===== config.mk =====
export PLATFORM = sky130hd
export DESIGN_NAME = if_fetch_unit
export DESIGN_NICKNAME = d
export VERILOG_FILES = /design/src/rtl/if_fetch_unit.sv
export SDC_FILE = /design/constraint.sdc
export NUM_CORES = 1
export LEC_CHECK = 0
export ABC_AREA = 0
export ABC_CLOCK_PERIOD_IN_PS = 10500
export CORE_MARGIN = 8
export CORE_UTILIZATION = 45
export DETAILED_ROUTE_END_ITERATION = 7
export PLACE_DENSITY = 0.76
export SLEW_MARGIN = 20
export SYNTH_ARGS = -nofsm -noshare
export SYNTH_HDL_FRONTEND = slang
export SYNTH_SLANG_ARGS = --single-unit

===== constraint.sdc =====
create_clock -name clk -period 10.5 [get_ports clk]
set_input_delay 2.1 -clock clk [delete_from_list [all_inputs] [get_ports clk]]
set_output_delay 2.1 -clock clk [all_outputs]
set_load 0.05 [all_outputs]

===== src/rtl/if_fetch_unit.sv =====
// Instruction fetch stage: owns the PC, issues in-order imem requests and buffers returned words.
// Optional misaligned-redirect trap is enabled by defining FETCH_MISALIGN_TRAP_EN.
module if_fetch_unit #(
    parameter logic [63:0] RESET_PC  = 64'h0,
    parameter int          BUF_DEPTH = 2
) (
    input  logic        clk,
    input  logic        reset,
    input  logic        stall,
    input  logic        redirect_valid,
    input  logic [63:0] redirect_pc,
    output logic        imem_req_valid,
    output logic [63:0] imem_req_addr,
    input  logic        imem_req_ready,
    input  logic        imem_rsp_valid,
    input  logic [31:0] imem_rsp_data,
    output logic        inst_valid,
    output logic [31:0] inst_out,
    output logic [63:0] a_out,
    output logic        flush_out,
    output logic        fetch_fault
);
    localparam int PW = $clog2(BUF_DEPTH);
    localparam int CW = PW + 1;
    localparam logic [CW:0] DEPTH_C = (CW+1)'(BUF_DEPTH);

    logic [63:0]   r_pc;
    logic [CW-1:0] r_outstanding;
    logic [CW-1:0] r_drop_cnt;
    logic [CW-1:0] r_count;
    logic [PW-1:0] r_aq_wr;
    logic [PW-1:0] r_aq_rd;
    logic [PW-1:0] r_wr_ptr;
    logic [PW-1:0] r_rd_ptr;
    logic          r_flush;
    logic [63:0]   r_aq_addr   [BUF_DEPTH];
    logic [63:0]   r_fifo_addr [BUF_DEPTH];
    logic [31:0]   r_fifo_inst [BUF_DEPTH];

    logic [CW:0]   w_in_use;
    logic          w_credit_ok;
    logic          w_halt;
    logic          w_req_fire;
    logic          w_drop;
    logic          w_push;
    logic          w_pop;
    logic [63:0]   w_redirect_pc;

`ifdef FETCH_MISALIGN_TRAP_EN
    logic r_fault;

    // Every redirect re-evaluates alignment, so an aligned one clears the halt.
    always_ff @(posedge clk) begin
        if (reset) begin
            r_fault <= 1'b0;
        end else if (redirect_valid) begin
            r_fault <= (redirect_pc[1:0] != 2'b00);
        end
    end

    assign w_redirect_pc = redirect_pc;
    assign w_halt        = r_fault;
    assign fetch_fault   = r_fault;
`else
    assign w_redirect_pc = redirect_pc & ~64'h3;
    assign w_halt        = 1'b0;
    assign fetch_fault   = 1'b0;
`endif

    // Credits come from registered counts only, so a pop frees a slot one cycle later.
    assign w_in_use       = {1'b0, r_outstanding} + {1'b0, r_count};
    assign w_credit_ok    = (w_in_use < DEPTH_C);
    assign imem_req_valid = !reset && !redirect_valid && !w_halt && w_credit_ok;
    assign imem_req_addr  = r_pc;
    assign w_req_fire     = imem_req_valid && imem_req_ready;

    assign w_drop = imem_rsp_valid && (redirect_valid || (r_drop_cnt != '0));
    assign w_push = imem_rsp_valid && !w_drop;

    assign inst_valid = !reset && (r_count != '0);
    assign w_pop      = inst_valid && !stall && !redirect_valid;
    assign inst_out   = inst_valid ? r_fifo_inst[r_rd_ptr] : 32'h0;
    assign a_out      = inst_valid ? r_fifo_addr[r_rd_ptr] : 64'h0;
    assign flush_out  = r_flush;

    always_ff @(posedge clk) begin
        if (reset) begin
            r_pc          <= RESET_PC;
            r_outstanding <= '0;
            r_drop_cnt    <= '0;
            r_count       <= '0;
            r_aq_wr       <= '0;
            r_aq_rd       <= '0;
            r_wr_ptr      <= '0;
            r_rd_ptr      <= '0;
            r_flush       <= 1'b0;
        end else begin
            r_flush <= redirect_valid;
            case ({w_req_fire, imem_rsp_valid})
                2'b10:   r_outstanding <= r_outstanding + CW'(1);
                2'b01:   r_outstanding <= r_outstanding - CW'(1);
                default: ;
            endcase
            if (redirect_valid) begin
                // Everything still in flight, minus a response landing right now, is stale.
                r_pc       <= w_redirect_pc;
                r_drop_cnt <= r_outstanding - CW'(imem_rsp_valid);
                r_count    <= '0;
                r_aq_wr    <= '0;
                r_aq_rd    <= '0;
                r_wr_ptr   <= '0;
                r_rd_ptr   <= '0;
            end else begin
                if (w_req_fire) begin
                    r_pc    <= r_pc + 64'd4;
                    r_aq_wr <= r_aq_wr + PW'(1);
                end
                if (w_drop) begin
                    r_drop_cnt <= r_drop_cnt - CW'(1);
                end
                if (w_push) begin
                    r_wr_ptr <= r_wr_ptr + PW'(1);
                    r_aq_rd  <= r_aq_rd + PW'(1);
                end
                if (w_pop) begin
                    r_rd_ptr <= r_rd_ptr + PW'(1);
                end
                case ({w_push, w_pop})
                    2'b10:   r_count <= r_count + CW'(1);
                    2'b01:   r_count <= r_count - CW'(1);
                    default: ;
                endcase
            end
        end
    end

    // Storage needs no reset: occupancy is tracked by the pointers and counts above.
    always_ff @(posedge clk) begin
        if (w_req_fire) begin
            r_aq_addr[r_aq_wr] <= r_pc;
        end
        if (w_push) begin
            r_fifo_addr[r_wr_ptr] <= r_aq_addr[r_aq_rd];
            r_fifo_inst[r_wr_ptr] <= imem_rsp_data;
        end
    end
endmodule


==> flow_results.xml, run 1 <==
<?xml version="1.0" encoding="UTF-8"?>
<metrics>
  <group name="power">
    <metric name="total_power" unit="mW">3.47</metric>
    <metric name="leakagePower" unit="nW">6.59</metric>
    <metric name="p_per_area" unit="nW/um2">168</metric>
    <metric name="peakVddDrop" unit="V">0.000145</metric>
  </group>
  <group name="logic_synthesis">
    <metric name="synth.ff_latch_count" unit="">387</metric>
    <metric name="yosysWarningCount" unit="">0</metric>
    <metric name="synth-async-reset-ratio" unit="%">0</metric>
    <metric name="post_synth_inst_count" unit="">1245</metric>
    <metric name="post_synth_instance_area" unit="um2">16300</metric>
    <metric name="synthesis.area_per_instance" unit="um2">13.1</metric>
    <metric name="dominant_synthesized_flop_cell" unit="">sky130_fd_sc_hd__edfxtp_1</metric>
    <metric name="synth_seq_area_share" unit="%">66.5</metric>
    <metric name="synth_edf_count" unit="">312</metric>
    <metric name="number_of_distinct_library_cells_after_synthesis" unit="">66</metric>
  </group>
  <group name="sta">
    <metric name="maxSlewViolCount" unit="">0</metric>
    <metric name="minimum_clock_period" unit="ns">6.49</metric>
    <metric name="fmaxAchievable" unit="MHz">154</metric>
    <metric name="slew_headroom" unit="%">28.0</metric>
    <metric name="grt_setup_unrepaired" unit="">false</metric>
    <metric name="fin_worst_skew" unit="ns">0.0189</metric>
    <metric name="timing_hold_violations_final" unit="">0</metric>
    <metric name="worst_slack" unit="ns">4.01</metric>
    <metric name="setup_viol" unit="">0</metric>
    <metric name="fin_tns_setup" unit="ns">0</metric>
    <metric name="layout_worst_path_cycle_share" unit="%">61.8</metric>
    <metric name="tightest_slew" unit="ns">1.08</metric>
  </group>
  <group name="cts">
    <metric name="numClockSinks" unit="">387</metric>
    <metric name="clockRootBuffer" unit="">sky130_fd_sc_hd__clkbuf_16</metric>
    <metric name="cts.clk_slew.worst_paths" unit="ns">0.06</metric>
    <metric name="cts-hold-fix-buffers" unit="">0</metric>
    <metric name="cts_tree" unit="">done</metric>
    <metric name="tritoncts.num_buffers" unit="">40</metric>
    <metric name="post_cts_resized" unit="">0</metric>
    <metric name="setup_fix_buffers_added_after_clock_tree_synthesis" unit="">0</metric>
    <metric name="clk-insertion-delay-late" unit="ns">0.53</metric>
    <metric name="clock_tree.buffer_depth" unit="">3</metric>
    <metric name="ctsHtreeMaxLevel" unit="">2</metric>
  </group>
  <group name="worst_hold_path">
    <metric name="min-delay-path-class" unit="">reg -&gt; reg</metric>
  </group>
  <group name="global_routing">
    <metric name="antenna_violations_before_repair" unit="">2</metric>
    <metric name="grt_util_all_layers" unit="%">20.6</metric>
    <metric name="grt_first_pass_wirelength" unit="um">67300</metric>
    <metric name="grt_max_degree" unit="">97</metric>
    <metric name="first_global_vias" unit="">11600</metric>
    <metric name="grt_overflow_total" unit="">0</metric>
  </group>
  <group name="route">
    <metric name="dr_total_vias" unit="">11500</metric>
    <metric name="viasPerCell" unit="">5.79</metric>
    <metric name="drt_wl_total" unit="um">44900</metric>
    <metric name="initialDrtViolationCount" unit="">998</metric>
    <metric name="route.detailed.drc" unit="">0</metric>
    <metric name="post_detailed_route_count_of_antenna_violating_nets" unit="">0</metric>
    <metric name="detailedRoute.firstPassIterationCount" unit="">5</metric>
    <metric name="detail_route.wl_per_cell" unit="um">22.6</metric>
  </group>
  <group name="floorplan">
    <metric name="top_level_ports" unit="">266</metric>
    <metric name="fp.dieW" unit="um">207</metric>
    <metric name="floorplan.die.height" unit="um">207</metric>
    <metric name="core_region_area" unit="um2">36200</metric>
    <metric name="die_ar" unit="um2">42700</metric>
    <metric name="effective_utilization_at_floorplan" unit="%">45.2</metric>
    <metric name="rows" unit="">70</metric>
  </group>
  <group name="setup_path">
    <metric name="cp_data_arrival_time" unit="ns">4.39</metric>
    <metric name="crit_type" unit="">in -&gt; out</metric>
    <metric name="cp_data_required_time" unit="ns">8.40</metric>
    <metric name="critical_path.max_stage_delay" unit="ns">0.84</metric>
    <metric name="setup.worst_path.start_class" unit="">primary input</metric>
    <metric name="crit_path_cell_trace" unit="">buf_2 &gt; inv_1 &gt; o21ai_4 &gt; buf_6 &gt; nor2_1 &gt; clkdlybuf4s50_1</metric>
    <metric name="worst_path_maximum_fanout" unit="">96</metric>
    <metric name="crit_slowest_cell" unit="">sky130_fd_sc_hd__clkdlybuf4s50_1</metric>
    <metric name="cp_endpoint_kind" unit="">output pin</metric>
  </group>
  <group name="status">
    <metric name="result_of_the_run" unit="">completed</metric>
  </group>
  <group name="cells_and_area">
    <metric name="diodes" unit="">0</metric>
    <metric name="finalNonFillerCells" unit="">1991</metric>
    <metric name="fin_nets" unit="">1599</metric>
    <metric name="area_delta_synth_final" unit="%">26.5</metric>
    <metric name="layout_common_cells" unit="">sky130_fd_sc_hd__edfxtp_1, sky130_fd_sc_hd__clkdlybuf4s50_1, sky130_fd_sc_hd__nor2_1, sky130_fd_sc_hd__mux2i_1, sky130_fd_sc_hd__dfxtp_1</metric>
    <metric name="drive_gt1_share" unit="%">10.8</metric>
    <metric name="utilization" unit="%">57.2</metric>
    <metric name="mostFrequentLayoutCell" unit="">sky130_fd_sc_hd__edfxtp_1</metric>
  </group>
  <group name="placement">
    <metric name="number_of_buffers_added_on_ports" unit="">258</metric>
    <metric name="place_hpwl" unit="um">29200</metric>
    <metric name="finalWeightedCongestion" unit="">0.884</metric>
    <metric name="place.detailed.instances" unit="">1917</metric>
    <metric name="place_ws" unit="ns">3.85</metric>
  </group>
  <group name="run">
    <metric name="number_of_violations_of_the_max_capacitance_limit" unit="">0</metric>
  </group>
</metrics>
==> path summary, 6_finish.rpt <==
check	slack, ns	startpoint	cells past startpoint	endpoint
setup / recovery	4.01	reset	6	a_out[25]
hold / removal	0.51	r_aq_rd	2	flop
setup reg to reg	6.94	r_count[0]	7	imem_req_addr[45]
hold reg to reg	0.51	r_aq_rd	2	flop
==> cell families (layout without fill, tap and decap cells) <==
group,after synthesis,after routing,share of synthesized area (%)
AOI/OAI and AO/OA,151,151,6.49
xor gates and xnor gates,14,14,0.750
adders and majority gates,6,6,0.505
buffers and inverters,95,369,2.34
DFF,387,387,66.5
muxes,163,163,10.5
other,1,5,0.0229
and+or+nand+nor,428,428,12.9
==> synthesized netlist by cell type, types with 3 or more instances <==
library cell	instances	share of area (%)
sky130_fd_sc_hd__a211oi_1	7	0.32
sky130_fd_sc_hd__a21oi_1	26	0.80
sky130_fd_sc_hd__a221oi_1	5	0.27
sky130_fd_sc_hd__a222oi_1	3	0.18
sky130_fd_sc_hd__a311o_1	3	0.18
sky130_fd_sc_hd__a311oi_1	9	0.48
sky130_fd_sc_hd__a31oi_1	23	0.88
sky130_fd_sc_hd__and2_1	8	0.31
sky130_fd_sc_hd__and3_1	20	0.77
sky130_fd_sc_hd__and4_1	7	0.38
sky130_fd_sc_hd__buf_1	17	0.39
sky130_fd_sc_hd__buf_4	5	0.23
sky130_fd_sc_hd__clkbuf_1	53	1.2
sky130_fd_sc_hd__dfxtp_1	75	9.2
sky130_fd_sc_hd__edfxtp_1	312	57
sky130_fd_sc_hd__ha_1	5	0.38
sky130_fd_sc_hd__inv_1	19	0.44
sky130_fd_sc_hd__mux2_2	66	4.5
sky130_fd_sc_hd__mux2i_1	97	5.9
sky130_fd_sc_hd__nand2_1	70	1.6
sky130_fd_sc_hd__nand3_1	57	1.7
sky130_fd_sc_hd__nand4_1	32	1.2
sky130_fd_sc_hd__nor2_1	156	3.6
sky130_fd_sc_hd__nor2b_1	3	0.11
sky130_fd_sc_hd__nor3_1	16	0.49
sky130_fd_sc_hd__nor4_1	16	0.61
sky130_fd_sc_hd__o211ai_1	19	0.87
sky130_fd_sc_hd__o21ai_0	19	0.58
sky130_fd_sc_hd__o311ai_0	9	0.48
sky130_fd_sc_hd__o31ai_1	5	0.23
sky130_fd_sc_hd__or2_2	3	0.11
sky130_fd_sc_hd__or3_1	12	0.46
sky130_fd_sc_hd__or4_1	13	0.60
sky130_fd_sc_hd__xnor2_1	9	0.48
sky130_fd_sc_hd__xor2_1	5	0.27
==> metal layers <==
| layer | up-vias | GRT usage, % | routed length (um) |
|---|---|---|---|
| met4 | 2 | 8.07 | 1620 |
| met3 | 103 | 4.37 | 4050 |
| li1 | 5247 | - | - |
| met2 | 572 | 33.7 | 21200 |
| met1 | 5599 | 26.5 | 18000 |
| met5 | - | 0 | 10 |
==> registers in the layout, indices dropped and copies added, names as in the netlist, 2 cells and up, named ones only <==
signal	flops
r_fifo_inst	64
r_count	2
imem_req_addr	62
r_drop_cnt	2
r_outstanding	2
r_fifo_addr	124
r_aq_addr	124
==> power breakdown <==
group	total [mW]	switching, mW	internal (mW)
Sequential	1.78	0.0604	1.72
Combinational	0.318	0.196	0.122
Clock	1.37	0.572	0.799
Total	3.47	0.829	2.64
==> final cells by class <==
cell class                      count  area, um2
Multi-Input combinational cell    767       5150
Tap cell                          468        586
Clock inverter                     21        168
Clock buffer                       53       1110
Sequential cell                   387      10900
Inverter                           19       71.3
Fill cell                        2964      15500
Timing Repair Buffer              276       2710
==> stage by stage <==
step | hold WS, ns | cell area [um2]
6_report | 0.507 | 20700
5_1_grt | 0.539 | 20700
4_1_cts | 0.508 | 20700
3_5_place_dp | 0.491 | 19400
3_3_place_gp | 0.483 | 19400
2_1_floorplan | 0.472 | 16400
==> critical path, delay by kind of cell <==
| kind | cells | cell delay [ns] |
|---|---|---|
| buffers and inverters | 4 | 1.78 |
| and+or+nand+nor | 1 | 0.25 |
| AOI/OAI and AO/OA | 1 | 0.12 |
No activity file was read; power rests on OpenSTA's default activity.
==> run 2: changes to the inputs <==
--- a/config.mk
+++ b/config.mk
@@ -6,11 +6,11 @@
 export NUM_CORES = 1
 export LEC_CHECK = 0
 export ABC_AREA = 0
-export ABC_CLOCK_PERIOD_IN_PS = 10500
+export ABC_CLOCK_PERIOD_IN_PS = 5750
 export CORE_MARGIN = 8
 export CORE_UTILIZATION = 45
 export DETAILED_ROUTE_END_ITERATION = 7
-export PLACE_DENSITY = 0.76
+export PLACE_DENSITY = 0.79
 export SLEW_MARGIN = 20
 export SYNTH_ARGS = -nofsm -noshare
 export SYNTH_HDL_FRONTEND = slang
==> constraint.sdc (replaced) <==
create_clock -name clk -period 5.75 [get_ports clk]
set_input_delay 1.15 -clock clk [delete_from_list [all_inputs] [get_ports clk]]
set_output_delay 1.15 -clock clk [all_outputs]
set_load 0.05 [all_outputs]
==> flow_results.xml, run 2 (same netlist as run 1, synthesis figures left out) <==
<?xml version="1.0" encoding="UTF-8"?>
<metrics>
  <group name="cts">
    <metric name="post_cts_resized" unit="">0</metric>
    <metric name="cts-hold-fix-buffers" unit="">0</metric>
    <metric name="numClockSinks" unit="">387</metric>
    <metric name="clk-insertion-delay-late" unit="ns">0.53</metric>
    <metric name="cts_tree" unit="">done</metric>
    <metric name="clock_tree.buffer_depth" unit="">3</metric>
    <metric name="ctsHtreeMaxLevel" unit="">2</metric>
    <metric name="clockRootBuffer" unit="">sky130_fd_sc_hd__clkbuf_16</metric>
    <metric name="cts.clk_slew.worst_paths" unit="ns">0.06</metric>
    <metric name="tritoncts.num_buffers" unit="">40</metric>
    <metric name="setup_fix_buffers_added_after_clock_tree_synthesis" unit="">0</metric>
  </group>
  <group name="placement">
    <metric name="finalWeightedCongestion" unit="">0.881</metric>
    <metric name="number_of_buffers_added_on_ports" unit="">258</metric>
    <metric name="place.detailed.instances" unit="">1922</metric>
    <metric name="detailed_place.area" unit="um2">19400</metric>
    <metric name="place_hpwl" unit="um">30400</metric>
    <metric name="place_ws" unit="ns">1.09</metric>
  </group>
  <group name="sta">
    <metric name="grt_setup_unrepaired" unit="">false</metric>
    <metric name="layout_worst_path_cycle_share" unit="%">81.3</metric>
    <metric name="fmaxAchievable" unit="MHz">214</metric>
    <metric name="timing_hold_violations_final" unit="">0</metric>
    <metric name="fin_tns_setup" unit="ns">0</metric>
    <metric name="maxSlewViolCount" unit="">0</metric>
    <metric name="fin_worst_skew" unit="ns">0.0156</metric>
    <metric name="setup_viol" unit="">0</metric>
    <metric name="minimum_clock_period" unit="ns">4.67</metric>
    <metric name="slew_headroom" unit="%">31.4</metric>
    <metric name="tightest_slew" unit="ns">1.03</metric>
    <metric name="fin_hold_ws" unit="ns">0.501</metric>
    <metric name="worst_slack" unit="ns">1.08</metric>
  </group>
  <group name="global_routing">
    <metric name="antenna_violations_before_repair" unit="">2</metric>
    <metric name="grt_first_pass_wirelength" unit="um">67300</metric>
    <metric name="grt_util_all_layers" unit="%">20.6</metric>
    <metric name="grt_max_degree" unit="">73</metric>
    <metric name="grt_overflow_total" unit="">0</metric>
    <metric name="first_global_vias" unit="">11500</metric>
  </group>
  <group name="power">
    <metric name="leakagePower" unit="nW">6.59</metric>
    <metric name="peakVddDrop" unit="V">0.000258</metric>
    <metric name="total_power" unit="mW">6.31</metric>
    <metric name="p_per_area" unit="nW/um2">305</metric>
  </group>
  <group name="setup_path">
    <metric name="cp_data_required_time" unit="ns">4.60</metric>
    <metric name="cp_data_arrival_time" unit="ns">3.52</metric>
    <metric name="cp_endpoint_kind" unit="">output pin</metric>
    <metric name="worst_path_maximum_fanout" unit="">53</metric>
    <metric name="setup.worst_path.start_class" unit="">primary input</metric>
    <metric name="crit_type" unit="">in -&gt; out</metric>
  </group>
  <group name="worst_hold_path">
    <metric name="min-delay-path-class" unit="">reg -&gt; reg</metric>
  </group>
  <group name="route">
    <metric name="drt_wl_total" unit="um">45100</metric>
    <metric name="detailedRoute.firstPassIterationCount" unit="">6</metric>
    <metric name="initialDrtViolationCount" unit="">1196</metric>
    <metric name="detail_route.wl_per_cell" unit="um">22.6</metric>
    <metric name="route.detailed.drc" unit="">0</metric>
    <metric name="post_detailed_route_count_of_antenna_violating_nets" unit="">0</metric>
    <metric name="viasPerCell" unit="">5.83</metric>
    <metric name="dr_total_vias" unit="">11600</metric>
  </group>
  <group name="status">
    <metric name="result_of_the_run" unit="">completed</metric>
  </group>
  <group name="cells_and_area">
    <metric name="area_of_the_multi_input_gates" unit="um2">5140</metric>
    <metric name="area_delta_synth_final" unit="%">26.6</metric>
    <metric name="drive_gt1_share" unit="%">10.7</metric>
    <metric name="postLayoutCellArea" unit="um2">20700</metric>
    <metric name="layout.area.seq" unit="um2">10900</metric>
    <metric name="layout_top_registers" unit="">r_aq_addr: 124 flops, r_fifo_addr: 124 flops, r_fifo_inst: 64 flops</metric>
    <metric name="layout_common_cells" unit="">sky130_fd_sc_hd__edfxtp_1, sky130_fd_sc_hd__clkdlybuf4s50_1, sky130_fd_sc_hd__nor2_1, sky130_fd_sc_hd__mux2i_1, sky130_fd_sc_hd__dfxtp_1</metric>
    <metric name="mostFrequentLayoutCell" unit="">sky130_fd_sc_hd__edfxtp_1</metric>
    <metric name="fin_nets" unit="">1604</metric>
    <metric name="num-fill-cells" unit="">2890</metric>
    <metric name="finalNonFillerCells" unit="">1996</metric>
    <metric name="utilization" unit="%">57.2</metric>
  </group>
  <group name="floorplan">
    <metric name="core_region_area" unit="um2">36200</metric>
    <metric name="die_ar" unit="um2">42700</metric>
    <metric name="floorplan.die.height" unit="um">207</metric>
    <metric name="fp.dieW" unit="um">207</metric>
    <metric name="top_level_ports" unit="">266</metric>
    <metric name="effective_utilization_at_floorplan" unit="%">45.2</metric>
    <metric name="rows" unit="">70</metric>
  </group>
  <group name="run">
    <metric name="number_of_violations_of_the_max_capacitance_limit" unit="">0</metric>
  </group>
</metrics>
-- run 2: cell types whose count changed in the layout (fill, tap and decap cells not counted), sizes merged --
cell / delta
clkinv: -3
inv: -1
buf: +5
diode: +2
clkbuf: +2
-- run 2: metal layers --
metal / global-route usage, % / up-vias / share of wire (%)
met4: 9.28 / 2 / 3.8
met5: 0 / - / 0.018
met3: 5.21 / 115 / 9.9
met2: 33.5 / 616 / 47
li1: - / 5261 / -
met1: 25.6 / 5637 / 40
-- run 2: worst max-delay path, stage by stage --
cell and delay, ns:
sky130_fd_sc_hd__buf_2 0.13, sky130_fd_sc_hd__inv_1 0.46, sky130_fd_sc_hd__o21ai_4 0.28, sky130_fd_sc_hd__buf_4 0.37, sky130_fd_sc_hd__nor2_1 0.21, sky130_fd_sc_hd__clkdlybuf4s50_1 0.86
-- run 2: final timing paths --
| kind | start | end | slack, ns | depth (start not counted) |
|---|---|---|---|---|
| worst max-delay path | reset | a_out[18] | 1.08 | 6 |
| worst min-delay path | r_aq_rd | r_aq_rd | 0.50 | 2 |
| worst max register to register | r_count[0] | imem_req_addr[58] | 2.11 | 9 |
| worst min register to register | r_aq_rd | r_aq_rd | 0.50 | 2 |
-- run 2: final cells by class --
cell class	instances	share of cell area [%]
antenna	2	0.0242
clock buffer	55	5.30
clock inverter	17	0.750
inverter	19	0.345
multi-input combinational	767	24.8
sequential	387	52.6
tap	468	2.83
timing repair buffer	281	13.3
-- run 2: where the power goes --
| part | internal [mW] | switching [mW] | total, mW |
|---|---|---|---|
| clock network | 1.43 | 1.04 | 2.47 |
| registers | 3.14 | 0.110 | 3.25 |
| logic | 0.224 | 0.361 | 0.585 |
==> run 3: changes to the inputs <==
--- a/config.mk
+++ b/config.mk
@@ -6,7 +6,7 @@
 export NUM_CORES = 1
 export LEC_CHECK = 0
 export ABC_AREA = 0
-export ABC_CLOCK_PERIOD_IN_PS = 5750
+export ABC_CLOCK_PERIOD_IN_PS = 4000
 export CORE_MARGIN = 8
 export CORE_UTILIZATION = 45
 export DETAILED_ROUTE_END_ITERATION = 7
==> constraint.sdc (replaced) <==
create_clock -name clk -period 4 [get_ports clk]
set_input_delay 0.8 -clock clk [delete_from_list [all_inputs] [get_ports clk]]
set_output_delay 0.8 -clock clk [all_outputs]
set_load 0.05 [all_outputs]
==> flow_results.xml, run 3 (same netlist as run 1, synthesis figures left out) <==
<?xml version="1.0" encoding="UTF-8"?>
<metrics>
  <group name="floorplan">
    <metric name="effective_utilization_at_floorplan" unit="%">45.2</metric>
    <metric name="fp.dieW" unit="um">207</metric>
    <metric name="top_level_ports" unit="">266</metric>
    <metric name="core_region_area" unit="um2">36200</metric>
    <metric name="floorplan.die.height" unit="um">207</metric>
    <metric name="rows" unit="">70</metric>
    <metric name="die_ar" unit="um2">42700</metric>
  </group>
  <group name="sta">
    <metric name="setup_viol" unit="">0</metric>
    <metric name="minimum_clock_period" unit="ns">3.46</metric>
    <metric name="maxSlewViolCount" unit="">0</metric>
    <metric name="fin_tns_setup" unit="ns">0</metric>
    <metric name="tightest_slew" unit="ns">0.972</metric>
    <metric name="slew_headroom" unit="%">35.2</metric>
    <metric name="layout_worst_path_cycle_share" unit="%">86.6</metric>
    <metric name="grt_setup_unrepaired" unit="">false</metric>
    <metric name="timing_hold_violations_final" unit="">0</metric>
    <metric name="fmaxAchievable" unit="MHz">289</metric>
    <metric name="worst_slack" unit="ns">0.537</metric>
    <metric name="fin_worst_skew" unit="ns">0.0221</metric>
  </group>
  <group name="cells_and_area">
    <metric name="fin_nets" unit="">1616</metric>
    <metric name="area_delta_synth_final" unit="%">31.4</metric>
    <metric name="layout_common_cells" unit="">sky130_fd_sc_hd__edfxtp_1, sky130_fd_sc_hd__clkdlybuf4s50_1, sky130_fd_sc_hd__nor2_1, sky130_fd_sc_hd__mux2i_1, sky130_fd_sc_hd__dfxtp_1</metric>
    <metric name="utilization" unit="%">59.3</metric>
    <metric name="layout_top_registers" unit="">r_aq_addr: 124 flops, r_fifo_addr: 124 flops, r_fifo_inst: 64 flops</metric>
    <metric name="mostFrequentLayoutCell" unit="">sky130_fd_sc_hd__edfxtp_1</metric>
    <metric name="drive_gt1_share" unit="%">18.0</metric>
    <metric name="postLayoutCellArea" unit="um2">21500</metric>
  </group>
  <group name="setup_path">
    <metric name="crit_path_start" unit="">r_count[0]</metric>
    <metric name="crit_type" unit="">reg -&gt; reg</metric>
    <metric name="setup.worst_path.start_class" unit="">flop</metric>
    <metric name="worst_path_maximum_fanout" unit="">12</metric>
    <metric name="cp_data_arrival_time" unit="ns">3.94</metric>
    <metric name="cp_data_required_time" unit="ns">4.48</metric>
    <metric name="r2r-start" unit="">r_count[0]</metric>
    <metric name="cp_endpoint_kind" unit="">flop</metric>
  </group>
  <group name="cts">
    <metric name="clk-insertion-delay-late" unit="ns">0.54</metric>
    <metric name="clock_tree.buffer_depth" unit="">3</metric>
    <metric name="numClockSinks" unit="">387</metric>
    <metric name="post_cts_resized" unit="">0</metric>
    <metric name="cts_tree" unit="">done</metric>
    <metric name="tritoncts.num_buffers" unit="">41</metric>
    <metric name="clockRootBuffer" unit="">sky130_fd_sc_hd__clkbuf_16</metric>
    <metric name="ctsHtreeMaxLevel" unit="">2</metric>
    <metric name="cts-hold-fix-buffers" unit="">0</metric>
    <metric name="cts.clk_slew.worst_paths" unit="ns">0.06</metric>
    <metric name="setup_fix_buffers_added_after_clock_tree_synthesis" unit="">0</metric>
  </group>
  <group name="route">
    <metric name="post_detailed_route_count_of_antenna_violating_nets" unit="">0</metric>
    <metric name="detailedRoute.firstPassIterationCount" unit="">5</metric>
    <metric name="top_layer_used" unit="">met4</metric>
    <metric name="m1WireLength" unit="um">18200</metric>
    <metric name="dr_total_vias" unit="">11700</metric>
    <metric name="detail_route.wl_per_cell" unit="um">22.8</metric>
    <metric name="met2_wirelength" unit="um">22000</metric>
    <metric name="drt_wl_total" unit="um">45800</metric>
    <metric name="initialDrtViolationCount" unit="">1343</metric>
    <metric name="viasPerCell" unit="">5.80</metric>
    <metric name="met3_wl" unit="um">3980</metric>
    <metric name="route.detailed.drc" unit="">0</metric>
  </group>
  <group name="power">
    <metric name="p_switching" unit="mW">2.24</metric>
    <metric name="p_per_area" unit="nW/um2">435</metric>
    <metric name="leakagePower" unit="nW">7.08</metric>
    <metric name="peakVddDrop" unit="V">0.000337</metric>
    <metric name="power.clock.fraction" unit="%">40.6</metric>
    <metric name="pwr-share-seq" unit="%">49.9</metric>
    <metric name="switching_share" unit="%">24.0</metric>
    <metric name="power.internal" unit="mW">7.10</metric>
    <metric name="share_comb_of_total_power" unit="%">9.4</metric>
  </group>
  <group name="global_routing">
    <metric name="grt_max_degree" unit="">74</metric>
    <metric name="antenna_violations_before_repair" unit="">1</metric>
    <metric name="first_global_vias" unit="">11600</metric>
    <metric name="grt_util_all_layers" unit="%">20.7</metric>
    <metric name="grt_first_pass_wirelength" unit="um">68200</metric>
    <metric name="grt_overflow_total" unit="">0</metric>
  </group>
  <group name="worst_hold_path">
    <metric name="min-delay-path-class" unit="">reg -&gt; reg</metric>
    <metric name="holdCritStartpoint" unit="">r_aq_rd</metric>
  </group>
  <group name="placement">
    <metric name="finalWeightedCongestion" unit="">0.906</metric>
    <metric name="number_of_buffers_added_on_ports" unit="">258</metric>
    <metric name="detailed_place.area" unit="um2">20100</metric>
    <metric name="place_ws" unit="ns">0.429</metric>
    <metric name="place_hpwl" unit="um">30700</metric>
  </group>
  <group name="status">
    <metric name="result_of_the_run" unit="">completed</metric>
  </group>
  <group name="run">
    <metric name="number_of_violations_of_the_max_capacitance_limit" unit="">0</metric>
  </group>
</metrics>
==> run 3: changes by cell type in the layout (fill, tap and decap cells not counted), sizes merged <==
| cell | change |
|---|---|
| inv | +2 |
| clkdlybuf4s50 | -96 |
| buf | +107 |
| clkinvlp | -1 |
| clkbuf | -4 |
| diode | -1 |
| clkinv | +5 |
| bufinv | +2 |
==> run 3: critical path: stages (launching register included) <==
cell,delay (ns)
sky130_fd_sc_hd__dfxtp_1,0.44
sky130_fd_sc_hd__and2_1,0.19
sky130_fd_sc_hd__fa_1,0.45
sky130_fd_sc_hd__or3b_1,0.46
sky130_fd_sc_hd__buf_4,0.23
sky130_fd_sc_hd__nor2_2,0.29
sky130_fd_sc_hd__inv_1,0.29
sky130_fd_sc_hd__buf_4,0.26
sky130_fd_sc_hd__or4_1,0.52
sky130_fd_sc_hd__nor3_1,0.15
sky130_fd_sc_hd__a311o_1,0.13
==> run 3: layer usage <==
| metal | track usage (%) | up-vias |
|---|---|---|
| li1 | - | 5280 |
| met1 | 26.2 | 5699 |
| met2 | 34.5 | 565 |
| met3 | 4.54 | 117 |
| met4 | 7.84 | 0 |
| met5 | 0 | - |
==> run 3: final timing paths <==
kind / cells past startpoint / to / slack [ns]
hold reg to reg: 2 / flop / 0.51
setup reg to reg: 10 / imem_req_addr[58] / 0.54
hold / removal: 2 / flop / 0.51
setup / recovery: 10 / imem_req_addr[58] / 0.54
==> run 3: power by group through the flow <==
stage | clock, mW | sequential (mW) | combinational [mW]
finish | 3.80 | 4.67 | 0.881
global route | 4.02 | 4.68 | 0.931
CTS | 3.86 | 4.67 | 0.886
detailed placement | 0 | 4.75 | 0.880
global placement | 0 | 4.74 | 0.860
floorplan | 0 | 4.83 | 0.378
==> run 3: final cells by class <==
| type | instances | area, um2 |
|---|---|---|
| fill | 2810 | 14700 |
| sequential | 387 | 10900 |
| multi-input combinational | 767 | 5150 |
| timing repair buffer | 292 | 3430 |
| clock buffer | 51 | 1110 |
| tap | 468 | 586 |
| clock inverter | 25 | 246 |
| inverter | 19 | 71.3 |
| antenna | 1 | 2.50 |
==> run 3: stage by stage <==
step / hold WS [ns] / power, mW / cells
finish: 0.509 / 9.35 / 2010
global route: 0.552 / 9.64 / 2010
CTS: 0.512 / 9.41 / 2009
detailed placement: 0.494 / 5.63 / 1933
global placement: 0.486 / 5.60 / 1933
floorplan: 0.472 / 5.21 / 1249
==> edit (config.mk and constraints of run 3) <==
`BUF_DEPTH`: 2 -> 4.
--- a/src/rtl/if_fetch_unit.sv
+++ b/src/rtl/if_fetch_unit.sv
@@ -2,7 +2,7 @@
 // Optional misaligned-redirect trap is enabled by defining FETCH_MISALIGN_TRAP_EN.
 module if_fetch_unit #(
     parameter logic [63:0] RESET_PC  = 64'h0,
-    parameter int          BUF_DEPTH = 2
+    parameter int          BUF_DEPTH = 4
 ) (
     input  logic        clk,
     input  logic        reset,
Behaviour: not the same (Yosys sat finds a counterexample within 4 cycles, from zero or initial values and one cycle with reset high).
==> edit against run 3 <==
Area after synthesis grew 71%; clock skew grew 0.0075 ns; via count grew 33%; largest power group unchanged; die area grew 65%; critical path type is now register to output pin; power grew 71%; fmax grew 0.88%; wire length grew 50%; setup slack gained 0.030 ns; cell area grew 61%; critical path depth shrank 6; sequential cell count grew 321.
==> edit: results (changes against run 3) <==
** Outcome
- The flow ran to the end, and the final reports show no timing, DRC or antenna violations.

** Clock network
- The TritonCTS buffer count was 72 (+76%).
- The number of H-tree levels came to 3 (+1).
- The clock insertion delay at the later pin of the skew report was 0.61 ns (+0.07 ns).
- Gates resized, CTS repair :: 0 (unchanged)

** Placed design
- Area of placed instances :: 32100 µm² (+60%)
- RD Place Congestion :: 0.884 (-2.3%)
- HPWL after detailed placement :: 44400 µm (+45%)

** Hold path
- The worst hold path begins at imem_req_addr[4]$_SDFFE_PP0P_.

** GRT
- Largest net degree at the start of global routing :: 65 (-12%)
- The initial antenna violation count came to 0 (-1).
- Number of global-route vias before repair :: 16100 (+39%)
- All-Layer GR Usage :: 0.194 (-0.0134)
- The global-route wire length before repair was 103000 µm (+51%).

** Detailed routing
- The total wire length is 68700 µm (+50%).
- Pre-antenna DRT Iters :: 6 (+1)
- The violation count after the first detailed-route iteration is 1491 (+11%).
- Vias/cell :: 5.70 (-1.7%)

** Critical path
- The worst register-to-register path ends at imem_req_addr[44]$_SDFFE_PP0P_.
- Capturing instance or port of the critical path :: imem_req_valid
- The depth of the most critical reg-to-reg path was 8 (-2).
- In this run the worst setup path begins at r_outstanding[2]$_SDFFE_PP0P_.
- Worst path slowest cell :: sky130_fd_sc_hd__clkdlybuf4s50_1
- Reg2Reg Launch Point :: imem_req_addr[3]$_SDFFE_PP0P_
- Dominant delay contributor by cell family on the critical path :: buffers and inverters
- The maximum fanout encountered on the critical timing path is 4 (-8).
- The peak per-stage delay on the critical path is 0.82 ns (+0.30 ns).
- The endpoint arrival time on the critical path is 2.63 ns (-1.31 ns).
- The internal reg-to-reg setup slack is 1.00 ns (+0.46 ns).

** Power and ir drop
- The worst supply voltage drop on vdd came to 284 µV (-16%).
- Static leakage power :: 0.0111 µW (+56%)
- Net Sw Frac :: 0.219 (-0.0215)

** Synth
- The number of enable flip-flop cells after synthesis is 624 (+100%).
- The part of the Yosys area used for sequential elements is 0.730 (+0.0652).
- Counting instances in the post-synthesis netlist gives the leading cell types as sky130_fd_sc_hd__edfxtp_1, sky130_fd_sc_hd__mux4_2, sky130_fd_sc_hd__and2_1.
- Top post-synthesis cells by area :: sky130_fd_sc_hd__edfxtp_1, sky130_fd_sc_hd__mux4_2, sky130_fd_sc_hd__dfxtp_1

** Final layout
- In the final layout, the registers with the most flip-flops are r_aq_addr x248, r_fifo_addr x248, r_fifo_inst x128.
- The number of nets in the final layout came to 1949 (+21%).
- Fraction of layout instances using a drive strength above 1 :: 0.238 (+0.0579)

** Timing
- Clock Skews :: 0.0296 ns (+0.00747 ns)
- The remaining max-slew budget at the tightest pin is 0.423 (+0.0709).
[edit: cell types whose count changed after synthesis, moves of 15 or more]
cell,delta
sky130_fd_sc_hd__edfxtp_1,+312
sky130_fd_sc_hd__a31oi_1,-15
sky130_fd_sc_hd__nand3_1,-28
sky130_fd_sc_hd__mux4_2,+156
sky130_fd_sc_hd__mux2i_1,-91
sky130_fd_sc_hd__nor2_1,-91
sky130_fd_sc_hd__mux2_2,-65
sky130_fd_sc_hd__and2_1,+100
sky130_fd_sc_hd__xnor2_1,+23
[edit: metrics by stage]
stage	std cells	setup WS [ns]	hold WS, ns	utilization
4_1_cts	2722	0.545	0.511	0.560
3_3_place_gp	2591	0.790	0.475	0.522
3_5_place_dp	2591	0.754	0.502	0.522
2_1_floorplan	1533	0.132	0.469	-
5_1_grt	2722	0.467	0.548	0.560
6_report	2724	0.568	0.511	0.560
[edit: cell type report]
| class | count | area (µm²) |
|---|---|---|
| flip-flops and latches | 708 | 20400 |
| repair buffers | 306 | 3460 |
| diodes | 2 | 5.00 |
| multi-input cells | 717 | 7100 |
| well taps | 837 | 1050 |
| clock buffers | 87 | 1920 |
| inverters | 23 | 86.3 |
| clock inverters | 44 | 423 |
| fillers | 4589 | 27100 |
[edit: per-layer routing]
layer | vias to the layer above | GRT usage | wire, µm
met3 | 118 | 0.0520 | 6580
met1 | 7947 | 0.250 | 26900
met2 | 797 | 0.321 | 33600
li1 | 6667 | - | -
met4 | 0 | 0.0586 | 1590
met5 | - | 0 | 0
[edit: worst reg2reg max path: stages (launching register included)]
cell and delay (ns):
sky130_fd_sc_hd__dfxtp_1 0.54, sky130_fd_sc_hd__ha_1 0.30, sky130_fd_sc_hd__nand4_1 0.29, sky130_fd_sc_hd__nor3_2 0.25, sky130_fd_sc_hd__buf_4 0.20, sky130_fd_sc_hd__nand4_2 0.46, sky130_fd_sc_hd__nor4_1 0.54, sky130_fd_sc_hd__xnor2_1 0.11
sky130_fd_sc_hd__a211oi_1 0.24
[edit: power by group through the flow]
stage	sequential (µW)	combinational, µW	clock, µW
CTS	8350	1020	6760
global placement	8490	986	0
global route	8370	1070	7050
finish	8350	1010	6640
detailed placement	8510	1010	0
floorplan	8590	442	0
[edit: logic make-up after synthesis]
family	Yosys count	synth area share
multiplexers	163	0.128
AND/OR/NAND/NOR	367	0.0744
XOR/XNOR	45	0.0141
other	1	0.000134
flip-flops	708	0.730
buffers and inverters	108	0.0168
AO/OA/AOI/OAI	118	0.0269
adder cells (fa/ha/maj)	19	0.00904
